[src/rtl/seq_alu_if.sv]
// rtl/seq_alu_if.sv - request/response handshake bundle for seq_alu
interface seq_alu_if #(
  parameter int XLEN = 32
) ();
  logic            in_valid;
  logic            in_ready;
  logic [4:0]      in_op;
  logic [XLEN-1:0] in_a;
  logic [XLEN-1:0] in_b;
  logic            out_valid;
  logic            out_ready;
  logic [XLEN-1:0] out_result;
  logic            out_zero;
  logic            out_less;
  logic            out_illegal;

  modport master (
    output in_valid, in_op, in_a, in_b, out_ready,
    input  in_ready, out_valid, out_result, out_zero, out_less, out_illegal
  );

  modport slave (
    input  in_valid, in_op, in_a, in_b, out_ready,
    output in_ready, out_valid, out_result, out_zero, out_less, out_illegal
  );
endinterface

[src/rtl/seq_alu.sv]
// rtl/seq_alu.sv - multi-cycle RV32IM-style ALU with valid/ready handshake and flush
// Iterative mul/div (codes 10-17) exists only when SEQ_ALU_MULDIV_EN is defined.
module seq_alu #(
  parameter int XLEN = 32
) (
  input  logic     clk,
  input  logic     rst_n,
  input  logic     flush,
  seq_alu_if.slave bus
);
  localparam int SHW = $clog2(XLEN);

`ifdef SEQ_ALU_MULDIV_EN
  typedef enum logic [1:0] {S_IDLE = 2'd0, S_BUSY = 2'd1, S_DONE = 2'd2} state_t;
`else
  typedef enum logic [1:0] {S_IDLE = 2'd0, S_DONE = 2'd2} state_t;
`endif

  state_t          r_state;
  state_t          w_state_nxt;
  logic            w_accept;
  logic            w_load_alu;
  logic            w_illegal;
  logic            w_less;
  logic [SHW-1:0]  w_shamt;
  logic [XLEN-1:0] w_alu_res;
  logic [XLEN-1:0] r_result;
  logic            r_zero;
  logic            r_less;
  logic            r_illegal;

  assign bus.in_ready    = (r_state == S_IDLE);
  assign bus.out_valid   = (r_state == S_DONE);
  assign bus.out_result  = r_result;
  assign bus.out_zero    = r_zero;
  assign bus.out_less    = r_less;
  assign bus.out_illegal = r_illegal;

  assign w_accept = bus.in_valid && (r_state == S_IDLE) && !flush;
  assign w_shamt  = bus.in_b[SHW-1:0];
  assign w_less   = $signed(bus.in_a) < $signed(bus.in_b);

  always_comb begin
    w_alu_res = '0;
    case (bus.in_op)
      5'd0:    w_alu_res = bus.in_a + bus.in_b;
      5'd1:    w_alu_res = bus.in_a - bus.in_b;
      5'd2:    w_alu_res = bus.in_a & bus.in_b;
      5'd3:    w_alu_res = bus.in_a | bus.in_b;
      5'd4:    w_alu_res = bus.in_a ^ bus.in_b;
      5'd5:    w_alu_res = bus.in_a << w_shamt;
      5'd6:    w_alu_res = bus.in_a >> w_shamt;
      5'd7:    w_alu_res = $signed(bus.in_a) >>> w_shamt;
      5'd8:    w_alu_res = {{(XLEN-1){1'b0}}, w_less};
      5'd9:    w_alu_res = {{(XLEN-1){1'b0}}, (bus.in_a < bus.in_b)};
      default: w_alu_res = '0;
    endcase
  end

`ifdef SEQ_ALU_MULDIV_EN
  localparam logic [4:0]   OP_MUL   = 5'd10;
  localparam logic [4:0]   OP_DIV   = 5'd14;
  localparam logic [4:0]   OP_DIVU  = 5'd15;
  localparam logic [SHW:0] CNT_LOAD = (SHW+1)'(XLEN);
  localparam logic [SHW:0] CNT_ONE  = (SHW+1)'(1);

  logic [SHW:0]      r_cnt;
  logic [2*XLEN-1:0] r_acc;
  logic [XLEN-1:0]   r_mb;
  logic [4:0]        r_op;
  logic              r_a_neg;
  logic              r_b_neg;
  logic              r_b_zero;
  logic              r_less_md;
  logic              w_is_md;
  logic              w_start;
  logic              w_finish;
  logic              w_a_sgn;
  logic              w_b_sgn;
  logic [XLEN-1:0]   w_mag_a;
  logic [XLEN-1:0]   w_mag_b;
  logic [XLEN:0]     w_sum;
  logic [XLEN:0]     w_shift;
  logic [XLEN:0]     w_diff;
  logic [2*XLEN-1:0] w_step;
  logic [2*XLEN-1:0] w_fix;
  logic [XLEN-1:0]   w_q;
  logic [XLEN-1:0]   w_r;
  logic [XLEN-1:0]   w_md_res;

  assign w_is_md    = (bus.in_op >= 5'd10) && (bus.in_op <= 5'd17);
  assign w_illegal  = (bus.in_op >= 5'd18);
  assign w_start    = w_accept && w_is_md;
  assign w_load_alu = w_accept && !w_is_md;
  assign w_finish   = (r_state == S_BUSY) && (r_cnt == CNT_ONE) && !flush;

  // Datapath works on magnitudes; the sign is reapplied on the final step.
  assign w_a_sgn = bus.in_a[XLEN-1] && (bus.in_op inside {5'd11, 5'd12, 5'd14, 5'd16});
  assign w_b_sgn = bus.in_b[XLEN-1] && (bus.in_op inside {5'd11, 5'd14, 5'd16});
  assign w_mag_a = w_a_sgn ? -bus.in_a : bus.in_a;
  assign w_mag_b = w_b_sgn ? -bus.in_b : bus.in_b;

  // r_acc holds {partial product, multiplier} or {remainder, dividend/quotient}.
  always_comb begin
    w_sum   = {1'b0, r_acc[2*XLEN-1:XLEN]} + (r_acc[0] ? {1'b0, r_mb} : '0);
    w_shift = r_acc[2*XLEN-1:XLEN-1];
    w_diff  = w_shift - {1'b0, r_mb};
    w_step  = '0;
    if (r_op >= OP_DIV) begin
      if (w_diff[XLEN]) w_step = {w_shift[XLEN-1:0], r_acc[XLEN-2:0], 1'b0};
      else              w_step = {w_diff[XLEN-1:0], r_acc[XLEN-2:0], 1'b1};
    end else begin
      w_step = {w_sum, r_acc[XLEN-1:1]};
    end
  end

  always_comb begin
    w_fix    = (r_a_neg ^ r_b_neg) ? -w_step : w_step;
    w_q      = w_step[XLEN-1:0];
    w_r      = w_step[2*XLEN-1:XLEN];
    w_md_res = '0;
    if (r_op == OP_MUL)
      w_md_res = w_fix[XLEN-1:0];
    else if (r_op < OP_DIV)
      w_md_res = w_fix[2*XLEN-1:XLEN];
    else if (r_op <= OP_DIVU)
      w_md_res = r_b_zero ? '1 : ((r_a_neg ^ r_b_neg) ? -w_q : w_q);
    else
      w_md_res = r_a_neg ? -w_r : w_r;
  end

  always_ff @(posedge clk or negedge rst_n) begin
    if (!rst_n) begin
      r_cnt     <= '0;
      r_acc     <= '0;
      r_mb      <= '0;
      r_op      <= '0;
      r_a_neg   <= 1'b0;
      r_b_neg   <= 1'b0;
      r_b_zero  <= 1'b0;
      r_less_md <= 1'b0;
    end else if (flush) begin
      r_cnt <= '0;
    end else if (w_start) begin
      r_cnt     <= CNT_LOAD;
      r_acc     <= {{XLEN{1'b0}}, w_mag_a};
      r_mb      <= w_mag_b;
      r_op      <= bus.in_op;
      r_a_neg   <= w_a_sgn;
      r_b_neg   <= w_b_sgn;
      r_b_zero  <= (bus.in_b == '0);
      r_less_md <= w_less;
    end else if (r_state == S_BUSY) begin
      r_acc <= w_step;
      r_cnt <= r_cnt - CNT_ONE;
    end
  end
`else
  assign w_illegal  = (bus.in_op >= 5'd10);
  assign w_load_alu = w_accept;
`endif

  always_ff @(posedge clk or negedge rst_n) begin
    if (!rst_n) r_state <= S_IDLE;
    else        r_state <= w_state_nxt;
  end

  always_comb begin
    w_state_nxt = r_state;
    case (r_state)
`ifdef SEQ_ALU_MULDIV_EN
      S_IDLE:  if (w_accept) w_state_nxt = w_is_md ? S_BUSY : S_DONE;
      S_BUSY:  if (r_cnt == CNT_ONE) w_state_nxt = S_DONE;
`else
      S_IDLE:  if (w_accept) w_state_nxt = S_DONE;
`endif
      S_DONE:  if (bus.out_ready) w_state_nxt = S_IDLE;
      default: w_state_nxt = S_IDLE;
    endcase
    if (flush) w_state_nxt = S_IDLE;
  end

  always_ff @(posedge clk or negedge rst_n) begin
    if (!rst_n) begin
      r_result  <= '0;
      r_zero    <= 1'b0;
      r_less    <= 1'b0;
      r_illegal <= 1'b0;
    end else if (w_load_alu) begin
      r_result  <= w_alu_res;
      r_zero    <= (w_alu_res == '0);
      r_less    <= w_less;
      r_illegal <= w_illegal;
`ifdef SEQ_ALU_MULDIV_EN
    end else if (w_finish) begin
      r_result  <= w_md_res;
      r_zero    <= (w_md_res == '0);
      r_less    <= r_less_md;
      r_illegal <= 1'b0;
`endif
    end
  end
endmodule

[src/flat_wrapper.sv]
// flat-port wrapper written by rule: the top's interface ports become plain ports
module seq_alu_flat 
#(
  parameter int XLEN = 32
)
  (clk, rst_n, flush, bus_in_valid, bus_in_op, bus_in_a, bus_in_b, bus_out_ready, bus_in_ready, bus_out_valid, bus_out_result, bus_out_zero, bus_out_less, bus_out_illegal);
  seq_alu_if #(.XLEN(XLEN)) bus_i ();
  input  logic clk;
  input  logic rst_n;
  input  logic flush;
  input wire logic [$bits(bus_i.in_valid)-1:0] bus_in_valid;
  input wire logic [$bits(bus_i.in_op)-1:0] bus_in_op;
  input wire logic [$bits(bus_i.in_a)-1:0] bus_in_a;
  input wire logic [$bits(bus_i.in_b)-1:0] bus_in_b;
  input wire logic [$bits(bus_i.out_ready)-1:0] bus_out_ready;
  output wire logic [$bits(bus_i.in_ready)-1:0] bus_in_ready;
  output wire logic [$bits(bus_i.out_valid)-1:0] bus_out_valid;
  output wire logic [$bits(bus_i.out_result)-1:0] bus_out_result;
  output wire logic [$bits(bus_i.out_zero)-1:0] bus_out_zero;
  output wire logic [$bits(bus_i.out_less)-1:0] bus_out_less;
  output wire logic [$bits(bus_i.out_illegal)-1:0] bus_out_illegal;
  assign bus_i.in_valid = bus_in_valid;
  assign bus_i.in_op = bus_in_op;
  assign bus_i.in_a = bus_in_a;
  assign bus_i.in_b = bus_in_b;
  assign bus_i.out_ready = bus_out_ready;
  assign bus_in_ready = bus_i.in_ready;
  assign bus_out_valid = bus_i.out_valid;
  assign bus_out_result = bus_i.out_result;
  assign bus_out_zero = bus_i.out_zero;
  assign bus_out_less = bus_i.out_less;
  assign bus_out_illegal = bus_i.out_illegal;
  seq_alu #(.XLEN(XLEN)) u_core (.clk(clk), .rst_n(rst_n), .flush(flush), .bus(bus_i));
endmodule
[config.mk]
export PLATFORM = sky130hd
export DESIGN_NAME = seq_alu_flat
export DESIGN_NICKNAME = d
export VERILOG_FILES = /design/src/rtl/seq_alu_if.sv /design/src/rtl/seq_alu.sv /design/src/flat_wrapper.sv
export SDC_FILE = /design/constraint.sdc
export NUM_CORES = 1
export LEC_CHECK = 0
export ABC_AREA = 0
export ABC_CLOCK_PERIOD_IN_PS = 4130
export BUFFER_PORTS_ARGS = -buffer_cell sky130_fd_sc_hd__buf_2
export CELL_PAD_IN_SITES_DETAIL_PLACEMENT = 0
export CELL_PAD_IN_SITES_GLOBAL_PLACEMENT = 1
export CORE_AREA = 5 5 158 160
export CTS_CLUSTER_SIZE = 30
export DETAILED_ROUTE_END_ITERATION = 6
export DIE_AREA = 0 0 163 165
export GPL_TIMING_DRIVEN = 1
export PLACE_DENSITY_LB_ADDON = 0.1
export SETUP_SLACK_MARGIN = 0.3
export SYNTH_ARGS = -nofsm -noshare
export SYNTH_HDL_FRONTEND = slang
export SYNTH_SLANG_ARGS = --single-unit
[constraint.sdc]
create_clock -name clk -period 4.13 [get_ports clk]
set_input_delay 0.826 -clock clk [delete_from_list [all_inputs] [get_ports clk]]
set_output_delay 0.826 -clock clk [all_outputs]
set_load 0.03 [all_outputs]
==> results by group <==
Status
  • Outcome: complete, but fails checks
  • Failing checks: negative setup slack

Clock network
  • Clk root buf: clkbuf_16
  • Clk pin slew, worst setup/hold paths: 0.05 ns
  • H-tree depth: 2
  • Clock tree buffer depth: 2
  • Clock tree sinks: 36
  • Clock Latency Late Sink: 0.27 ns
  • TritonCTS clock tree: built
  • Cts bufs inserted: 5

Critical path
  • Reg2reg end: u_core.bus.out_zero$_DFFE_PN0P_
  • Internal reg-to-reg setup slack: 0.49 ns
  • Worst path required time: roughly 4.3 ns
  • CP Capture Point: u_core.bus.out_zero$_DFFE_PN0P_
  • Worst Setup End Kind: flip-flop
  • Worst Setup SP: bus_in_b[0]
  • CP Max Fanout: 5
  • Worst reg2reg startpoint: u_core.r_state[1]$_DFFE_PN0P_
  • Setup CP Type: in2reg
  • Crit path arrival time: 4.51 ns
  • R2r worst-path depth: 14
  • Setup crit start kind: input pin

Yosys
  • Ys flop type: dfrtp_1
  • Top-area cell type share of the netlist area: 0.109
  • Mapped Avg Cell Area: 7.32 µm²
  • Cells after Synth: 1,534
  • Post-synth EDFFs: 0
  • Ys Warns: 0
  • Area leader, netlist: ha_1
  • Mapped Nets: 1,708
  • Area contributors post-synth: ha_1 (11%), mux4_2 (8.8%), dfrtp_1 (8.0%), nand2_1 (5.7%), a21oi_1 (4.8%)
  • Async set-reset flop share out of synthesis: 1.00
  • Seq cells post-synth: 36
  • Post-synth cell types: 92
  • Post-synthesis sequential area ratio: 0.0802
  • Mapped Area: 11,200 µm²

Floorplan
  • Die height: 165 µm
  • Core footprint: ~23,000 µm²
  • Die Width: 163 µm
  • Initial Util: 0.483
  • Row Count: 56
  • IO Count: 111
  • Die area: approximately 27,000 µm²

Global routing
  • Vias in the first global route: 15,200
  • Largest net degree at the start of global routing: 38
  • Congestion Overflow GR: 0
  • Initial antenna violation count: 2
  • Gr usage total: 0.440
  • Global-route wire length before repair: approximately 90,000 µm

Layout
  • Multi-input logic area: around 10,000 µm²
  • Register area: 901 µm²
  • Commonest non-fill, non-tap cell in the layout: buf_4
  • Share of cells above drive strength 1: 0.403
  • Core Util, Final: 0.717
  • Design area: 16,700 µm²
  • Nets: 2,229
  • FILL cells: between 1,500 and 2,000
  • Syn-to-layout area delta: 48.5%
  • Commonest cells after routing, fill and taps aside: buf_4 (490), nand2_1 (168), nor2_1 (125)

Timing
  • Setup WS post-layout: -0.207 ns
  • Slew Viols, Final: 0
  • Clock Skews: 0.00646 ns
  • Unrepaired setup endpoints after global routing: yes
  • Final hold vios: 0
  • Max-slew headroom: 0.295
  • WHS: 0.467 ns
  • Crit path time final: 4.34 ns
  • Final setup fails: 1
  • Least-Margin Pin Slew: 1.05 ns
  • Max Clock Freq: 231 MHz
  • Tcrit/Tclk final: 1.05

Place
  • Post-DP HPWL: a little over 50,000 µm
  • Placer Congestion: 1.19
  • Post-DP Area: 15,500 µm²
  • Number of port buffers: 110

Job
  • Max Cap Viol: 0

Detailed routing
  • Vias: 15,900
  • DR iter-0 viols: 2,380
  • Antenna-violating nets left: 0
  • Drc violations: 0
  • Per-cell routed wire length: about 26 µm
  • WL final: 61,800 µm
  • First drt pass iteration count: 6
  • Vias per inst: approximately 6.7

Power and ir drop
  • Clock network fraction of total power: 0.107
  • Internal Power: 0.00169 W
  • Psw: 0.00151 W
  • Switching share of power: 0.472
  • Worst VDD drop: about 0.00025 V
  • Gate power share: 0.753
  • Pwr Density: ~190 nW/µm²
  • Leak: 7.72 nW
  • Sequential Power Share: 0.140
  • Tot Pwr: 0.00320 W

Hold path
  • Hold Path Class: reg2reg
  • Cells on Worst Hold Path: 2
## synth_stat cells, types with 9 or more instances
master       n
a211o_1      9
a211oi_1    28
a21o_1      17
a21oi_1    108
a221o_1     13
a221oi_1    14
a31oi_1     20
and3_1      18
buf_1       13
buf_2       13
clkbuf_1    80
dfrtp_1     36
ha_1        98
inv_1       95
mux2_2      17
mux2i_1     47
mux4_2      44
nand2_1    170
nand2b_1    20
nand3_1     46
nand4_1     18
nor2_1     128
nor2b_1     20
nor3_1      49
nor4_1      13
o2111ai_1   15
o211ai_1    28
o21a_1      17
o21ai_0     89
o221ai_1    11
o22ai_1     10
o31ai_1     16
or3_1       13
xnor2_1     14
## power groups by stage
stage / registers, W / clock network (W) / logic (W)
global route: 0.000456 / 0.000361 / 0.00251
CTS: 0.000449 / 0.000346 / 0.00223
floorplan: 0.000580 / 0 / 0.000990
detailed placement: 0.000454 / 0 / 0.00213
global placement: 0.000450 / 0 / 0.00211
finish: 0.000448 / 0.000341 / 0.00241
## worst max-delay path, cell delays in order
cell and delay (ns):
buf_12 0.12, ha_1 0.24, fa_1 0.46, a211oi_2 0.33, buf_4 0.18, o21a_2 0.17
a2bb2oi_2 0.19, nand2_1 0.11, a221oi_2 0.21, o2111ai_1 0.21, or4_4 0.60, nor4_4 0.20
buf_4 0.15, and4b_1 0.18, nand4_1 0.11, o41ai_2 0.20
## logic make-up after synthesis
logic type / share of synthesized area
AOI/OAI and AO/OA: 0.309
DFF: 0.0802
muxes: 0.168
buffers and inverters: 0.0786
and+or+nand+nor: 0.239
adders and majority gates: 0.113
xor gates and xnor gates: 0.0125
## routing by layer
| layer | wire, µm | global-route usage | vias up |
|---|---|---|---|
| met3 | 7760 | 0.0968 | 331 |
| met2 | 26200 | 0.681 | 1294 |
| met5 | 40 | 0 | - |
| li1 | - | - | 6859 |
| met1 | 22700 | 0.556 | 7420 |
| met4 | 5080 | 0.275 | 4 |
## per-stage QoR
stage	cells	setup WS (ns)	setup TNS, ns
final	2375	-0.207	-0.207
after floorplan	1534	-0.0483	-0.0483
after global routing	2374	-0.306	-0.306
after CTS	2362	-0.103	-0.103
after detailed placement	2330	-0.760	-1.73
after global placement	2330	-0.700	-1.36
## final cells by class
| type | instances | area share |
|---|---|---|
| multi-input cells | 1286 | 0.607 |
| repair buffers | 629 | 0.284 |
| flip-flops and latches | 36 | 0.0540 |
| well taps | 319 | 0.0239 |
| inverters | 97 | 0.0233 |
| clock buffers | 6 | 0.00773 |
| clock inverters | 1 | 0.000300 |
| diodes | 1 | 0.000150 |
## timing repair
action,4_1_cts,5_1_grt
setup buffers,24,12
resized for setup,79,89
gates cloned,1,0
pin swaps,29,37
hold buffers,0,0
endpoints found under the setup margin,10,14
## worst min-delay path by stage
| stage | startpoint | end | slack, ns |
|---|---|---|---|
| after floorplan | rst_n | u_core.bus.out_illegal$_DFFE_PN0P_ | 0.53 |
| after global placement | u_core.bus.out_result[6]$_DFFE_PN0P_ | u_core.bus.out_result[6]$_DFFE_PN0P_ | 0.45 |
| after detailed placement | u_core.bus.out_result[18]$_DFFE_PN0P_ | u_core.bus.out_result[18]$_DFFE_PN0P_ | 0.46 |
| after CTS | u_core.bus.out_result[18]$_DFFE_PN0P_ | u_core.bus.out_result[18]$_DFFE_PN0P_ | 0.47 |
| after global routing | u_core.bus.out_result[18]$_DFFE_PN0P_ | u_core.bus.out_result[18]$_DFFE_PN0P_ | 0.50 |
| final | u_core.bus.out_result[18]$_DFFE_PN0P_ | u_core.bus.out_result[18]$_DFFE_PN0P_ | 0.47 |
## sequential cells by signal, indices dropped and copies added (netlist names)
signal                  flops
u_core.bus.out_result      32
u_core.bus.out_less         1
u_core.bus.out_illegal      1
u_core.r_state              1
u_core.bus.out_zero         1
No activity file was read; power rests on OpenSTA's default activity.
